[config.mk]
export PLATFORM = sky130hd
export DESIGN_NAME = inv_mix_columns_seq
export DESIGN_NICKNAME = d
export VERILOG_FILES = /design/src/rtl/inv_mix_columns_seq.sv
export SDC_FILE = /design/constraint.sdc
export NUM_CORES = 1
export LEC_CHECK = 0
export BUFFER_PORTS_ARGS = -buffer_cell sky130_fd_sc_hd__clkbuf_2
export CELL_PAD_IN_SITES_DETAIL_PLACEMENT = 2
export CELL_PAD_IN_SITES_GLOBAL_PLACEMENT = 2
export CORE_AREA = 4 4 166 289
export CTS_BUF_LIST = sky130_fd_sc_hd__clkbuf_4 sky130_fd_sc_hd__clkbuf_8
export CTS_CLUSTER_DIAMETER = 40
export DETAILED_ROUTE_END_ITERATION = 8
export DIE_AREA = 0 0 170 293
export GPL_TIMING_DRIVEN = 1
export PLACE_DENSITY_LB_ADDON = 0.3
export SETUP_SLACK_MARGIN = 0.3
export SLEW_MARGIN = 40
export SYNTH_ARGS = -nofsm -noshare
export SYNTH_HDL_FRONTEND = slang
export SYNTH_SLANG_ARGS = --single-unit
[constraint.sdc]
create_clock -name clk -period 3.6 [get_ports clk]
set_clock_uncertainty 0.1 [all_clocks]
set_input_delay 0.18 -clock clk [delete_from_list [all_inputs] [get_ports clk]]
set_output_delay 0.18 -clock clk [all_outputs]
set_load 0.05 [all_outputs]
[src/rtl/inv_mix_columns_seq.sv]
// Sequential AES InvMixColumns unit.
// Accepts one 128-bit state over a valid/ready handshake, transforms
// COLS_PER_CYCLE columns per clock in a working register, and presents the
// result on registered out/out_valid until the consumer takes it.
// Column c of the state is bits [127-32c -: 32]; byte a0 is the column MSB.

module inv_mix_columns_seq #(
    parameter int COLS_PER_CYCLE = 1
) (
    input  logic         clk,
    input  logic         rst,
    input  logic [127:0] in,
    input  logic         in_valid,
    output logic         in_ready,
    output logic [127:0] out,
    output logic         out_valid,
    input  logic         out_ready
);

    // Only divisors of four give an integral number of BUSY cycles.
    generate
        if (!(COLS_PER_CYCLE == 1 || COLS_PER_CYCLE == 2 || COLS_PER_CYCLE == 4)) begin : g_bad_param
            $error("inv_mix_columns_seq: COLS_PER_CYCLE must be 1, 2 or 4");
        end
    endgenerate

    localparam logic [1:0] S_IDLE = 2'd0;
    localparam logic [1:0] S_BUSY = 2'd1;
    localparam logic [1:0] S_DONE = 2'd2;

    // Counter value at which the final group of columns is processed.
    localparam logic [1:0] LAST_BASE = 2'(4 - COLS_PER_CYCLE);
    // Counter increment per BUSY cycle (only used when not on the last group).
    localparam logic [1:0] COL_STEP  = 2'(COLS_PER_CYCLE);

    logic [1:0]   state_q, state_d;
    logic [1:0]   cnt_q, cnt_d;
    logic [127:0] work_q, work_d;
    logic [127:0] out_q, out_d;
    logic         out_valid_q, out_valid_d;

    // Per-lane column index and transformed column for the current BUSY cycle.
    logic [1:0]   lane_idx [COLS_PER_CYCLE];
    logic [31:0]  lane_out [COLS_PER_CYCLE];

    // Multiply by x in GF(2^8); the dropped carry folds back in as 0x1B.
    function automatic logic [7:0] xtime(input logic [7:0] b);
        return {b[6:0], 1'b0} ^ (b[7] ? 8'h1B : 8'h00);
    endfunction

    // One InvMixColumns column. Coefficients 09/0b/0d/0e are assembled from
    // the x2/x4/x8 chain so no multiplier or table is needed.
    function automatic logic [31:0] inv_mix_col(input logic [31:0] col);
        logic [7:0] a  [4];
        logic [7:0] x2 [4];
        logic [7:0] x4 [4];
        logic [7:0] x8 [4];
        logic [7:0] m9 [4];
        logic [7:0] mb [4];
        logic [7:0] md [4];
        logic [7:0] me [4];
        logic [7:0] r0, r1, r2, r3;
        for (int i = 0; i < 4; i++) begin
            a[i]  = col[31-8*i -: 8];
            x2[i] = xtime(a[i]);
            x4[i] = xtime(x2[i]);
            x8[i] = xtime(x4[i]);
            m9[i] = x8[i] ^ a[i];
            mb[i] = x8[i] ^ x2[i] ^ a[i];
            md[i] = x8[i] ^ x4[i] ^ a[i];
            me[i] = x8[i] ^ x4[i] ^ x2[i];
        end
        r0 = me[0] ^ mb[1] ^ md[2] ^ m9[3];
        r1 = m9[0] ^ me[1] ^ mb[2] ^ md[3];
        r2 = md[0] ^ m9[1] ^ me[2] ^ mb[3];
        r3 = mb[0] ^ md[1] ^ m9[2] ^ me[3];
        return {r0, r1, r2, r3};
    endfunction

    // Pick column idx out of a full state.
    function automatic logic [31:0] get_col(input logic [127:0] s, input logic [1:0] idx);
        logic [31:0] c;
        case (idx)
            2'd0:    c = s[127:96];
            2'd1:    c = s[95:64];
            2'd2:    c = s[63:32];
            default: c = s[31:0];
        endcase
        return c;
    endfunction

    // One transform lane per column handled in a cycle; the counter is always
    // a multiple of COLS_PER_CYCLE, so lane indices never wrap mid-group.
    generate
        for (genvar gi = 0; gi < COLS_PER_CYCLE; gi++) begin : g_lane
            assign lane_idx[gi] = cnt_q + 2'(gi);
            assign lane_out[gi] = inv_mix_col(get_col(work_q, lane_idx[gi]));
        end
    endgenerate

    // Next-state logic: handshake FSM, in-place column updates, output capture.
    always_comb begin
        state_d     = state_q;
        cnt_d       = cnt_q;
        work_d      = work_q;
        out_d       = out_q;
        out_valid_d = out_valid_q;
        case (state_q)
            S_IDLE: begin
                if (in_valid) begin
                    work_d  = in;
                    cnt_d   = 2'd0;
                    state_d = S_BUSY;
                end
            end
            S_BUSY: begin
                for (int l = 0; l < COLS_PER_CYCLE; l++) begin
                    for (int k = 0; k < 4; k++) begin
                        if (lane_idx[l] == 2'(k)) begin
                            work_d[127-32*k -: 32] = lane_out[l];
                        end
                    end
                end
                if (cnt_q == LAST_BASE) begin
                    // Result leaves through its own register so out only
                    // changes on the completing edge.
                    cnt_d       = 2'd0;
                    out_d       = work_d;
                    out_valid_d = 1'b1;
                    state_d     = S_DONE;
                end else begin
                    cnt_d = cnt_q + COL_STEP;
                end
            end
            S_DONE: begin
                if (out_ready) begin
                    out_valid_d = 1'b0;
                    state_d     = S_IDLE;
                end
            end
            default: begin
                state_d = S_IDLE;
            end
        endcase
    end

    // State registers with synchronous reset; reset abandons any block in flight.
    always_ff @(posedge clk) begin
        if (rst) begin
            state_q     <= S_IDLE;
            cnt_q       <= 2'd0;
            work_q      <= 128'h0;
            out_q       <= 128'h0;
            out_valid_q <= 1'b0;
        end else begin
            state_q     <= state_d;
            cnt_q       <= cnt_d;
            work_q      <= work_d;
            out_q       <= out_d;
            out_valid_q <= out_valid_d;
        end
    end

    assign in_ready  = (state_q == S_IDLE);
    assign out       = out_q;
    assign out_valid = out_valid_q;

endmodule

==> flow_summary_export.csv, run 1 <==
group,metric,value,unit
status,status,"finished, violations left",
status,failed_checks,"setup timing",
detailed_routing,number_of_violations_reported_at_the_end_of_detailed_routing_iteration_0,2163,
worst_setup_path,crit_arrival,4550,ps
worst_setup_path,cp_num_buf_inv,5,
floorplan,floorplan.die_area,49800,sq um
cells_and_area,final_core_utilization,0.503,
logic_synthesis,synth_warnings,0,
detailed_routing,routedWlPerCell,36.9,microns
global_routing,grt_start_max_net_pins,99,
clock_tree,htree_levels,2,
hold_path,min_path_type,"input port to flip-flop",
detailed_routing,first_pass_iters,6,
placement,io_buffers,261,
placement,hpwlAfterDp,62.8,mm
worst_setup_path,max_stage_delay_cell_worst_path,"sky130_fd_sc_hd__a222oi_1",
floorplan,core.rowCount,104,
global_routing,grt_pass1_wl,131,mm
sta,post-route-period-util,1.17,
floorplan,placeable_area,45700,sq um
cells_and_area,mostFrequentLayoutCells,"sky130_fd_sc_hd__buf_4, sky130_fd_sc_hd__clkbuf_2, sky130_fd_sc_hd__dfxtp_1, sky130_fd_sc_hd__a21oi_1, sky130_fd_sc_hd__nor2_1",
sta,fin_ws,-621,ps
clock_tree,cts_sinks,261,
cells_and_area,final_common_cell,"sky130_fd_sc_hd__buf_4",
logic_synthesis,netlist_top_cells_area,"sky130_fd_sc_hd__dfxtp_1, sky130_fd_sc_hd__xnor2_1, sky130_fd_sc_hd__a21oi_1",
detailed_routing,drc,0,
global_routing,vias_in_the_first_global_route,18949,
clock_tree,cts-root-to-sink-buffers,3,
logic_synthesis,synthesis.instances,1648,
worst_setup_path,crit_fanout,8,
worst_setup_path,critical_path_class,"flip-flop to flip-flop",
sta,slew_headroom,0.327,
worst_setup_path,worst_ep_required_time,3930,ps
placement,worst_case_setup_slack_after_placement,-440,ps
logic_synthesis,top_reg_cell_synth,"sky130_fd_sc_hd__dfxtp_1",
sta,finalHoldViolCount,0,
global_routing,use_met2,0.634,
logic_synthesis,synthDistinctLibCells,61,
worst_setup_path,cpLargestDelayFamily,"compound AO/OA/AOI/OAI gates",
clock_tree,cts.reportedPaths.clkPinSlew,80,ps
sta,grt_setup_unrepaired,"true",
clock_tree,worst_skew_pair.late_latency,620,ps
detailed_routing,ant_nets,0,
logic_synthesis,post-synth-top-area-fraction,0.372,
worst_setup_path,cp-start-kind,"flip-flop",
logic_synthesis,synth-edff-count,0,
sta,max_freq,237,MHz
logic_synthesis,synth.net_count,1784,
clock_tree,clk_root_buffer_cell,"sky130_fd_sc_hd__clkbuf_8",
sta,finish_stage_setup_viols,249,
floorplan,die_y_extent,293,microns
global_routing,met1_usage,0.381,
logic_synthesis,synth_top_area_cell,"sky130_fd_sc_hd__dfxtp_1",
detailed_routing,viasPerCell,6.21,
floorplan,die_x,170,microns
detailed_routing,dr_total_vias,18227,
global_routing,busiest_layer,"met2",
floorplan,top_level_ports,262,
clock_tree,clock_buffers_created_by_tritoncts,42,
worst_setup_path,cpPeakStageDelay,890,ps
cells_and_area,design.final.nets,2459,
logic_synthesis,synth.yosys.seq_area_share,0.372,
cells_and_area,final_layout_size_suffix_gt1_frac,0.432,
logic_synthesis,mapped_area,14000,sq um
logic_synthesis,avgSynthCellArea,8.52,sq um
clock_tree,clock_tree_from_tritoncts,"built",
global_routing,number_of_antenna_violations_at_the_first_check_in_global_routing,4,
sta,worst_slew_pin_tran,1010,ps
job,drv_cap,0,
detailed_routing,drt-total-wl,108,mm
logic_synthesis,synth.ff_latch_count,261,
global_routing,grt_util_met3,0.0413,
worst_setup_path,critical_path.endpoint_type,"flip-flop",
sta,maxSlewViolCount,0,
worst_setup_path,crit_path_cell_trace,"inv_4 > ha_4 > a222oi_1 > buf_4 > xor2_2 > o21ai_2 > buf_4 > xnor3_2 > xnor3_2 > buf_6 > xnor2_4 > buf_6 > nand2_2 > o211ai_1 > a21oi_1",
sta,layout_min_cycle_time,4220,ps
global_routing,globalRouteTotalUtil,0.350,
placement,gpl.final_weighted_congestion,1.02,
logic_synthesis,ys_async_rst_share,0,
cells_and_area,syn_to_final_growth,63.6,%
floorplan,floorplan.initialDensity,0.307,
global_routing,grt_overflow,0,
[final timing paths]
check | startpoint | to | slack (ps) | depth (start not counted)
max | cnt_q[0] | out[107] | -620 | 15
min reg2reg | out[18] | out[18] | 370 | 2
min | in[24] | work_q[24] | 40 | 4
max reg2reg | cnt_q[0] | out[107] | -620 | 15
[final cells by class]
type                    instances  area (sq um)
clock inverters                15           214
fillers                      4745         22700
inverters                      18          80.1
clock buffers                  58           748
flip-flops and latches        261          5230
well taps                     583           729
repair buffers                783          5970
diodes                          1          2.50
multi-input cells            1217         10000
[per-layer routing]
layer / vias to the layer above / share of wire
met5: - / 0.00042
met4: 6 / 0.11
met3: 529 / 0.063
met2: 1266 / 0.49
met1: 9109 / 0.34
li1: 7317 / -
[flip-flops by register name, indices dropped and copies added, names as in the netlist]
register,flops
out,128
cnt_q,2
out_valid,1
state_q,2
work_q,128
[synth_stat cells, types with 5 or more instances]
master,n
sky130_fd_sc_hd__a21o_1,9
sky130_fd_sc_hd__nor2b_1,17
sky130_fd_sc_hd__nand3_1,11
sky130_fd_sc_hd__a31o_2,9
sky130_fd_sc_hd__a22oi_1,5
sky130_fd_sc_hd__buf_4,6
sky130_fd_sc_hd__and4_1,6
sky130_fd_sc_hd__nand2_1,103
sky130_fd_sc_hd__and2_1,10
sky130_fd_sc_hd__o221a_2,5
sky130_fd_sc_hd__dfxtp_1,261
sky130_fd_sc_hd__a21oi_1,204
sky130_fd_sc_hd__o211ai_1,24
sky130_fd_sc_hd__nor3_1,18
sky130_fd_sc_hd__a2111oi_0,9
sky130_fd_sc_hd__a222oi_1,32
sky130_fd_sc_hd__a211oi_1,25
sky130_fd_sc_hd__o22ai_1,24
sky130_fd_sc_hd__clkbuf_1,125
sky130_fd_sc_hd__a31oi_1,17
sky130_fd_sc_hd__o221ai_1,43
sky130_fd_sc_hd__buf_1,8
sky130_fd_sc_hd__a21oi_2,8
sky130_fd_sc_hd__buf_2,9
sky130_fd_sc_hd__nor2_1,163
sky130_fd_sc_hd__o21ai_0,124
sky130_fd_sc_hd__xnor3_1,16
sky130_fd_sc_hd__or3_1,21
sky130_fd_sc_hd__mux2i_1,34
sky130_fd_sc_hd__nor4_1,6
sky130_fd_sc_hd__inv_1,18
sky130_fd_sc_hd__xnor2_1,143
sky130_fd_sc_hd__a221oi_1,23
sky130_fd_sc_hd__xor2_1,53
[tightest hold or removal path: cells and delay by family]
family                 cells  cell delay [ps]
and+or+nand+nor            1              140
AOI/OAI and AO/OA          2              260
buffers and inverters      1               80
[stage by stage]
step / setup TNS [ps] / instance area (sq um) / hold slack [ps] / std cells
2_1_floorplan: 0 / 14200 / 249 / 1648
3_3_place_gp: -12440 / 18200 / 344 / 2665
3_5_place_dp: -25120 / 18200 / 356 / 2665
4_1_cts: -5740 / 21600 / 16.5 / 2901
5_1_grt: -89770 / 23000 / 41.3 / 2936
6_report: -71870 / 23000 / 41.4 / 2936
[what timing repair did]
action / in CTS / in global routing
hold buffers: 119 / 0
pin swaps: 72 / 80
buffers inserted: 44 / 34
gates resized for setup: 150 / 221
endpoints found under the hold margin: 128 / 0
endpoints found under the setup margin: 255 / 256
[logic make-up after synthesis]
family | count (synthesis) | share of synthesized area
fa+ha+maj | 4 | 0.00356
flops | 261 | 0.372
buf+inv | 170 | 0.0500
xor+xnor | 222 | 0.162
simple gates | 360 | 0.111
compound gates | 594 | 0.274
mux | 37 | 0.0276
Power of run 1 is left out: the tool's default activity adds up to more than one toggle a clock period on the data nets, which glitch-free logic cannot reach.
==> run 2: changes to the inputs <==
CORE_AREA = 4 4 208 231   (was 4 4 166 289)
DIE_AREA = 0 0 212 235   (was 0 0 170 293)
==> run 2 against run 1 <==
Net effect:
- the run still ends with setup timing left
- via count is 4.8% higher
- flip-flop and latch count stayed put
- first-iteration DRC count is 9.4% higher
- non-clock buffer count is 26 higher
- worst hold slack better by 74 ps
- critical path type unchanged
==> flow_summary_export.csv, run 2 (synthesis results as in run 1) <==
group,metric,value,unit
status,status,"finished, violations left",
status,failed_checks,"setup timing",
worst_setup_path,cpPeakStageDelay,720,ps
sta,max_freq,219,MHz
sta,grt_setup_unrepaired,"true",
cells_and_area,finalNonFillerCells,2983,
clock_tree,htree_levels,2,
clock_tree,clk_root_buffer_cell,"sky130_fd_sc_hd__clkbuf_8",
cells_and_area,final_layout_size_suffix_gt1_frac,0.502,
detailed_routing,ant_nets,0,
sta,fin_ws,-972,ps
cells_and_area,final_common_cell,"sky130_fd_sc_hd__buf_4",
placement,io_buffers,261,
clock_tree,cts.reportedPaths.clkPinSlew,70,ps
sta,layout_min_cycle_time,4570,ps
hold_path,hold_path_startpoint,"in[109]",
placement,gpl.final_weighted_congestion,0.968,
worst_setup_path,worst-r2r-setup-slack,-970,ps
detailed_routing,number_of_violations_reported_at_the_end_of_detailed_routing_iteration_0,2367,
detailed_routing,routedWlPerCell,39.3,microns
placement,hpwlAfterDp,58.2,mm
sta,finalHoldViolCount,0,
worst_setup_path,rr_startpoint,"cnt_q[1]",
cells_and_area,mostFrequentLayoutCells,"sky130_fd_sc_hd__buf_4, sky130_fd_sc_hd__clkbuf_2, sky130_fd_sc_hd__dfxtp_1, sky130_fd_sc_hd__nor2_1, sky130_fd_sc_hd__dlygate4sd3_1",
global_routing,number_of_antenna_violations_at_the_first_check_in_global_routing,0,
worst_setup_path,cp-start-kind,"flip-flop",
worst_setup_path,max_stage_delay_cell_worst_path,"sky130_fd_sc_hd__a222oi_1",
worst_setup_path,crit_fanout,7,
detailed_routing,drc,0,
sta,finish_stage_setup_viols,256,
worst_setup_path,timing.critical_path.mode_cell,"sky130_fd_sc_hd__buf_4",
floorplan,placeable_area,45500,sq um
sta,maxSlewViolCount,0,
worst_setup_path,crit_path_cell_trace,"inv_2 > ha_4 > buf_6 > buf_8 > a222oi_1 > buf_4 > a21oi_1 > buf_4 > buf_4 > xnor2_1 > xnor2_4 > buf_4 > xnor3_2 > a21oi_2 > nor2_1 > nor4_1",
global_routing,vias_in_the_first_global_route,19490,
sta,worst_slew_pin_tran,1040,ps
job,drv_cap,0,
hold_path,whs_endpoint,"work_q[109]",
global_routing,grt_start_max_net_pins,102,
clock_tree,cts-root-to-sink-buffers,3,
global_routing,grt_pass1_wl,139,mm
floorplan,die_x,212,microns
sta,post-route-period-util,1.27,
worst_setup_path,r2r.worst_path.cells,16,
worst_setup_path,cpLargestDelayFamily,"buffers and inverters",
clock_tree,clock_buffers_created_by_tritoncts,52,
cells_and_area,syn_to_final_growth,77.0,%
detailed_routing,viasPerCell,6.40,
hold_path,min_path_type,"input port to flip-flop",
worst_setup_path,worst_ep_required_time,4030,ps
worst_setup_path,critical_path.reg2reg.endpoint,"work_q[116]",
floorplan,die_y_extent,235,microns
clock_tree,worst_skew_pair.late_latency,700,ps
global_routing,grt_overflow,0,
clock_tree,cts_sinks,261,
detailed_routing,dr_total_vias,19104,
detailed_routing,drt-total-wl,117,mm
clock_tree,clock_tree_from_tritoncts,"built",
floorplan,core.rowCount,82,
floorplan,floorplan.die_area,49800,sq um
floorplan,top_level_ports,262,
worst_setup_path,cp_num_buf_inv,7,
global_routing,globalRouteTotalUtil,0.375,
placement,placed_cells,2641,
worst_setup_path,critical_path.endpoint_type,"flip-flop",
detailed_routing,first_pass_iters,7,
cells_and_area,design.final.nets,2495,
worst_setup_path,crit_arrival,5000,ps
floorplan,floorplan.initialDensity,0.309,
hold_path,hold_depth,4,
worst_setup_path,cp.depth,16,
worst_setup_path,critical_path_class,"flip-flop to flip-flop",
sta,slew_headroom,0.305,
[run 2: repair_timing]
item                                    in CTS  in global routing
gates resized for setup                    384                285
hold buffers                               131                  0
setup buffers                               54                 67
endpoints found under the setup margin     254                256
pin swaps                                  152                129
endpoints found under the hold margin      166                  0
[run 2: final cells by class]
type | instances | area, sq um
fill | 4551 | 20600
multi-input combinational | 1217 | 11100
timing repair buffer | 809 | 6550
sequential | 261 | 5230
clock buffer | 71 | 927
tap | 588 | 736
clock inverter | 17 | 206
inverter | 18 | 75.1
antenna | 2 | 5.00
[run 2: per-layer routing]
| metal | vias up | wire length (microns) | share of wire | GRT usage |
|---|---|---|---|---|
| met3 | 584 | 9900 | 0.084 | 0.0704 |
| met1 | 9655 | 42900 | 0.37 | 0.451 |
| met2 | 1476 | 55100 | 0.47 | 0.630 |
| li1 | 7389 | - | - | - |
| met5 | - | 0 | 0 | 0 |
| met4 | 0 | 9320 | 0.079 | 0.202 |
[run 2: metrics by stage]
stage | cell area [sq um] | TNS (ps) | worst slack (ps) | hold WS (ps) | util
6_report | 24900 | -108680 | -972 | 115 | 0.547
3_3_place_gp | 18000 | -19620 | -398 | 349 | 0.396
5_1_grt | 24800 | -110230 | -945 | 113 | 0.547
3_5_place_dp | 18000 | -31270 | -433 | 356 | 0.396
2_1_floorplan | 14200 | 0 | 233 | 249 | -
4_1_cts | 22800 | -4370 | -133 | 24.3 | 0.501
[run 2: worst max path at each step]
stage               startpoint     endpoint  slack (ps)
floorplan             cnt_q[0]      out[52]         230
detailed placement    cnt_q[0]      out[65]        -430
global placement      cnt_q[1]      out[51]        -400
CTS                   cnt_q[0]      out[84]        -130
global route          cnt_q[1]  work_q[116]        -940
finish                cnt_q[1]  work_q[116]        -970
[run 2: worst reg2reg max path, cell delays in order (launching register included)]
cell and delay, ps:
sky130_fd_sc_hd__dfxtp_2 360, sky130_fd_sc_hd__inv_2 90, sky130_fd_sc_hd__ha_4 230, sky130_fd_sc_hd__buf_6 140
sky130_fd_sc_hd__buf_8 120, sky130_fd_sc_hd__a222oi_1 720, sky130_fd_sc_hd__buf_4 250, sky130_fd_sc_hd__a21oi_1 90
sky130_fd_sc_hd__buf_4 180, sky130_fd_sc_hd__buf_4 150, sky130_fd_sc_hd__xnor2_1 400, sky130_fd_sc_hd__xnor2_4 220
sky130_fd_sc_hd__buf_4 170, sky130_fd_sc_hd__xnor3_2 450, sky130_fd_sc_hd__a21oi_2 220, sky130_fd_sc_hd__nor2_1 80
sky130_fd_sc_hd__nor4_1 450
Power of run 2 is left out for the same reason.
==> run 3: changes to the inputs <==
BUFFER_PORTS_ARGS = -buffer_cell sky130_fd_sc_hd__buf_2   (was -buffer_cell sky130_fd_sc_hd__clkbuf_2)
==> run 3 against run 2 <==
Net effect:
- the run now fails in global routing
- synthesized cell count unchanged
- area after synthesis stayed put
==> flow_summary_export.csv, run 3 <==
group,metric,value,unit
global_routing,grt_start_max_net_pins,81,
clock_tree,cts_sinks,261,
logic_synthesis,yosys.area_share.adder,0.00356,
clock_tree,cts-root-to-sink-buffers,3,
logic_synthesis,synth.top_cells.by_count,"sky130_fd_sc_hd__dfxtp_1, sky130_fd_sc_hd__a21oi_1, sky130_fd_sc_hd__nor2_1",
sta,timing.worst_endpoint.kind,"sequential cell input",
status,status,"stopped before the end",
logic_synthesis,synth.mux.area_fraction,0.0276,
floorplan,top_level_ports,262,
logic_synthesis,synth_top_family_by_area,"compound AO/OA/AOI/OAI gates",
status,error_msg,"[ERROR DPL-0033] detailed placement checks failed during check placement.",
logic_synthesis,synth-edff-count,0,
clock_tree,clock_buffers_created_by_tritoncts,54,
status,last-stage-reached,"global routing",
logic_synthesis,synth.ff_latch_count,261,
logic_synthesis,yosys.area_share.xor_xnor,0.162,
clock_tree,htree_levels,2,
logic_synthesis,synth-simple-area-share,0.111,
clock_tree,clk_root_buffer_cell,"sky130_fd_sc_hd__clkbuf_8",
floorplan,core.rowCount,82,
floorplan,floorplan.initialDensity,0.309,
placement,hpwlAfterDp,60.2,mm
logic_synthesis,synth_compound_area_frac,0.274,
logic_synthesis,synthDistinctLibCells,61,
logic_synthesis,netlist_top_cells_area,"sky130_fd_sc_hd__dfxtp_1, sky130_fd_sc_hd__xnor2_1, sky130_fd_sc_hd__a21oi_1",
placement,placed_cells,2659,
logic_synthesis,mapped_area,14000,sq um
logic_synthesis,ys_async_rst_share,0,
placement,gpl.final_weighted_congestion,1.01,
floorplan,die_y_extent,235,microns
logic_synthesis,synthesis.instances,1648,
logic_synthesis,synth_warnings,0,
logic_synthesis,synth.yosys.seq_area_share,0.372,
logic_synthesis,synth.net_count,1784,
sta,globalroute.repair_timing.worst_endpoint,"out[60]$_SDFFE_PP0P_/D",
logic_synthesis,avgSynthCellArea,8.52,sq um
logic_synthesis,yosysMostFrequentCell,"sky130_fd_sc_hd__dfxtp_1",
global_routing,number_of_antenna_violations_at_the_first_check_in_global_routing,9,
logic_synthesis,synth_top_area_cell,"sky130_fd_sc_hd__dfxtp_1",
placement,io_buffers,261,
logic_synthesis,post-synth-top-area-fraction,0.372,
logic_synthesis,top_reg_cell_synth,"sky130_fd_sc_hd__dfxtp_1",
floorplan,die_x,212,microns
## run 3: cell counts after synthesis
Identical to the previous run, type by type.
## run 3: kinds of logic after synthesis
family                     after synthesis
AOI/OAI and AO/OA                      594
and+or+nand+nor                        360
DFF                                    261
xor gates and xnor gates               222
buffers and inverters                  170
muxes                                   37
adders and majority gates                4
## run 3: what timing repair did
item / in CTS
hold buffers: 131
pin swaps: 220
hold endpoints to repair: 167
setup buffers: 109
gates cloned: 3
endpoints found under the setup margin: 256
gates resized for setup: 480
## run 3: metrics by stage
stage	setup WS (ps)	area, sq um
after floorplan	233	14200
after global placement	-560	18200
after detailed placement	-676	18200
after CTS	-220	24300
==> run 4: changes to the inputs <==
CELL_PAD_IN_SITES_DETAIL_PLACEMENT = unset   (was 2)
CELL_PAD_IN_SITES_GLOBAL_PLACEMENT = unset   (was 2)
CORE_AREA = 4 4 222 224   (was 4 4 208 231)
CTS_BUF_LIST = unset   (was sky130_fd_sc_hd__clkbuf_4 sky130_fd_sc_hd__clkbuf_8)
CTS_CLUSTER_DIAMETER = unset   (was 40)
DIE_AREA = 0 0 226 228   (was 0 0 212 235)
PLACE_DENSITY_LB_ADDON = 0.15   (was 0.3)
SETUP_SLACK_MARGIN = unset   (was 0.3)
clock period = 4.7 ns   (was 3.6 ns; I/O delays follow)
==> run 4 against run 3 <==
Net effect:
- the flow now finishes without violations
==> flow_summary_export.csv, run 4 (synthesis results as in run 1) <==
group,metric,value,unit
status,status,"finished, final reports clean",
global_routing,grt_pass1_wl,100,mm
detailed_routing,first_pass_iters,9,
worst_setup_path,r2r.worst_path.cells,14,
global_routing,number_of_antenna_violations_at_the_first_check_in_global_routing,2,
sta,slew_headroom,0.437,
detailed_routing,drc,0,
hold_path,hold_path_startpoint,"in[85]",
sta,finalHoldViolCount,0,
floorplan,core.rowCount,80,
hold_path,hold_depth,4,
global_routing,globalRouteTotalUtil,0.259,
detailed_routing,number_of_violations_reported_at_the_end_of_detailed_routing_iteration_0,1621,
cells_and_area,n_fill_cell,4828,
floorplan,die_x,226,microns
worst_setup_path,cpPeakStageDelay,630,ps
detailed_routing,ant_nets,0,
placement,hpwlAfterDp,50.0,mm
worst_setup_path,cp_num_buf_inv,5,
cells_and_area,final_common_cell,"sky130_fd_sc_hd__buf_2",
floorplan,floorplan.die_area,51500,sq um
worst_setup_path,critical_path.endpoint_type,"flip-flop",
sta,max_freq,221,MHz
clock_tree,clock_tree_from_tritoncts,"built",
clock_tree,clock_buffers_created_by_tritoncts,34,
worst_setup_path,crit_fanout,50,
detailed_routing,dr_total_vias,14754,
detailed_routing,drt-total-wl,69.7,mm
clock_tree,worst_skew_pair.late_latency,550,ps
detailed_routing,routedWlPerCell,25.8,microns
hold_path,whs_endpoint,"work_q[85]",
clock_tree,clk_root_buffer_cell,"sky130_fd_sc_hd__clkbuf_16",
floorplan,placeable_area,47300,sq um
worst_setup_path,timing.critical_path.mode_cell,"sky130_fd_sc_hd__buf_4",
clock_tree,htree_levels,2,
worst_setup_path,crit_arrival,4850,ps
clock_tree,cts_sinks,261,
placement,gpl.final_weighted_congestion,0.914,
clock_tree,cts.reportedPaths.clkPinSlew,60,ps
cells_and_area,mostFrequentLayoutCells,"sky130_fd_sc_hd__buf_2, sky130_fd_sc_hd__dfxtp_1, sky130_fd_sc_hd__a21oi_1, sky130_fd_sc_hd__nor2_1, sky130_fd_sc_hd__buf_4",
cells_and_area,syn_to_final_growth,35.4,%
sta,post-route-period-util,0.964,
worst_setup_path,cp-startpoint,"cnt_q[0]",
placement,io_buffers,261,
sta,finish_stage_setup_viols,0,
sta,worst_slew_pin_tran,845,ps
global_routing,grt_overflow,0,
worst_setup_path,critical_path.reg2reg.endpoint,"out[44]",
floorplan,die_y_extent,228,microns
sta,fin_ws,169,ps
clock_tree,cts-root-to-sink-buffers,3,
worst_setup_path,crit_path_cell_trace,"inv_1 > ha_4 > a222oi_1 > buf_4 > buf_1 > a21oi_2 > xnor3_1 > xnor2_1 > xnor3_1 > xnor2_2 > buf_4 > mux2i_1 > buf_4 > a21oi_1",
sta,layout_min_cycle_time,4530,ps
detailed_routing,viasPerCell,5.47,
worst_setup_path,critical_path_class,"flip-flop to flip-flop",
worst_setup_path,max_stage_delay_cell_worst_path,"sky130_fd_sc_hd__ha_4",
hold_path,min_path_type,"input port to flip-flop",
sta,maxSlewViolCount,0,
worst_setup_path,rr_startpoint,"cnt_q[0]",
floorplan,floorplan.initialDensity,0.297,
placement,worst_case_setup_slack_after_placement,141,ps
worst_setup_path,worst-r2r-setup-slack,170,ps
cells_and_area,final_layout_size_suffix_gt1_frac,0.255,
cells_and_area,design.final.nets,2193,
global_routing,grt_start_max_net_pins,84,
worst_setup_path,worst_ep_required_time,5020,ps
worst_setup_path,cpLargestDelayFamily,"XOR/XNOR gates",
global_routing,vias_in_the_first_global_route,14274,
job,drv_cap,0,
cells_and_area,n_antenna_cell,0,
worst_setup_path,cp-start-kind,"flip-flop",
clock_tree,post_cts.resized_instances,0,
floorplan,top_level_ports,262,
run 4: layout make-up:
| class | count | area, sq um | share of cell area |
|---|---|---|---|
| tap | 615 | 769 | 0.0405 |
| sequential | 261 | 5230 | 0.275 |
| timing repair buffer | 525 | 3600 | 0.189 |
| clock inverter | 13 | 141 | 0.00743 |
| multi-input combinational | 1217 | 8210 | 0.432 |
| inverter | 18 | 72.6 | 0.00382 |
| clock buffer | 48 | 1000 | 0.0528 |
run 4: tightest hold or removal path, stage by stage:
cell                       delay (ps)
sky130_fd_sc_hd__buf_2             70
sky130_fd_sc_hd__or3_1            130
sky130_fd_sc_hd__o211ai_1          90
sky130_fd_sc_hd__a21oi_1          100
run 4: stage by stage:
stage	setup TNS (ps)	area, sq um	cells	hold slack, ps	util
finish	0	19000	2697	18.3	0.402
CTS	0	19000	2694	0.817	0.401
detailed placement	0	16800	2529	346	0.354
global route	-3.11	19000	2697	21.3	0.402
floorplan	0	14000	1648	304	-
global placement	0	16700	2525	344	0.354
run 4: worst max path at each step:
stage                 endpoint  slack [ps]  depth (start not counted)
global placement       out[44]          50                         12
global route        work_q[44]          -3                         13
finish                 out[44]         170                         14
floorplan             out[124]        1010                         12
detailed placement     out[92]         140                         12
CTS                    out[92]         130                         12
run 4: metal layers:
metal / track usage / wire, microns / vias up
met2: 0.398 / 30900 / 580
met4: 0.0637 / 1720 / 0
met3: 0.0451 / 4700 / 83
met5: 0 / 0 / -
met1: 0.379 / 32300 / 7281
li1: - / - / 6810
run 4: timing repair:
item | CTS | global route
hold endpoints to repair | 105 | 0
setup buffers | 0 | 1
hold buffers | 104 | 0
setup endpoints to repair | 0 | 4
Power of run 4 is left out for the same reason.
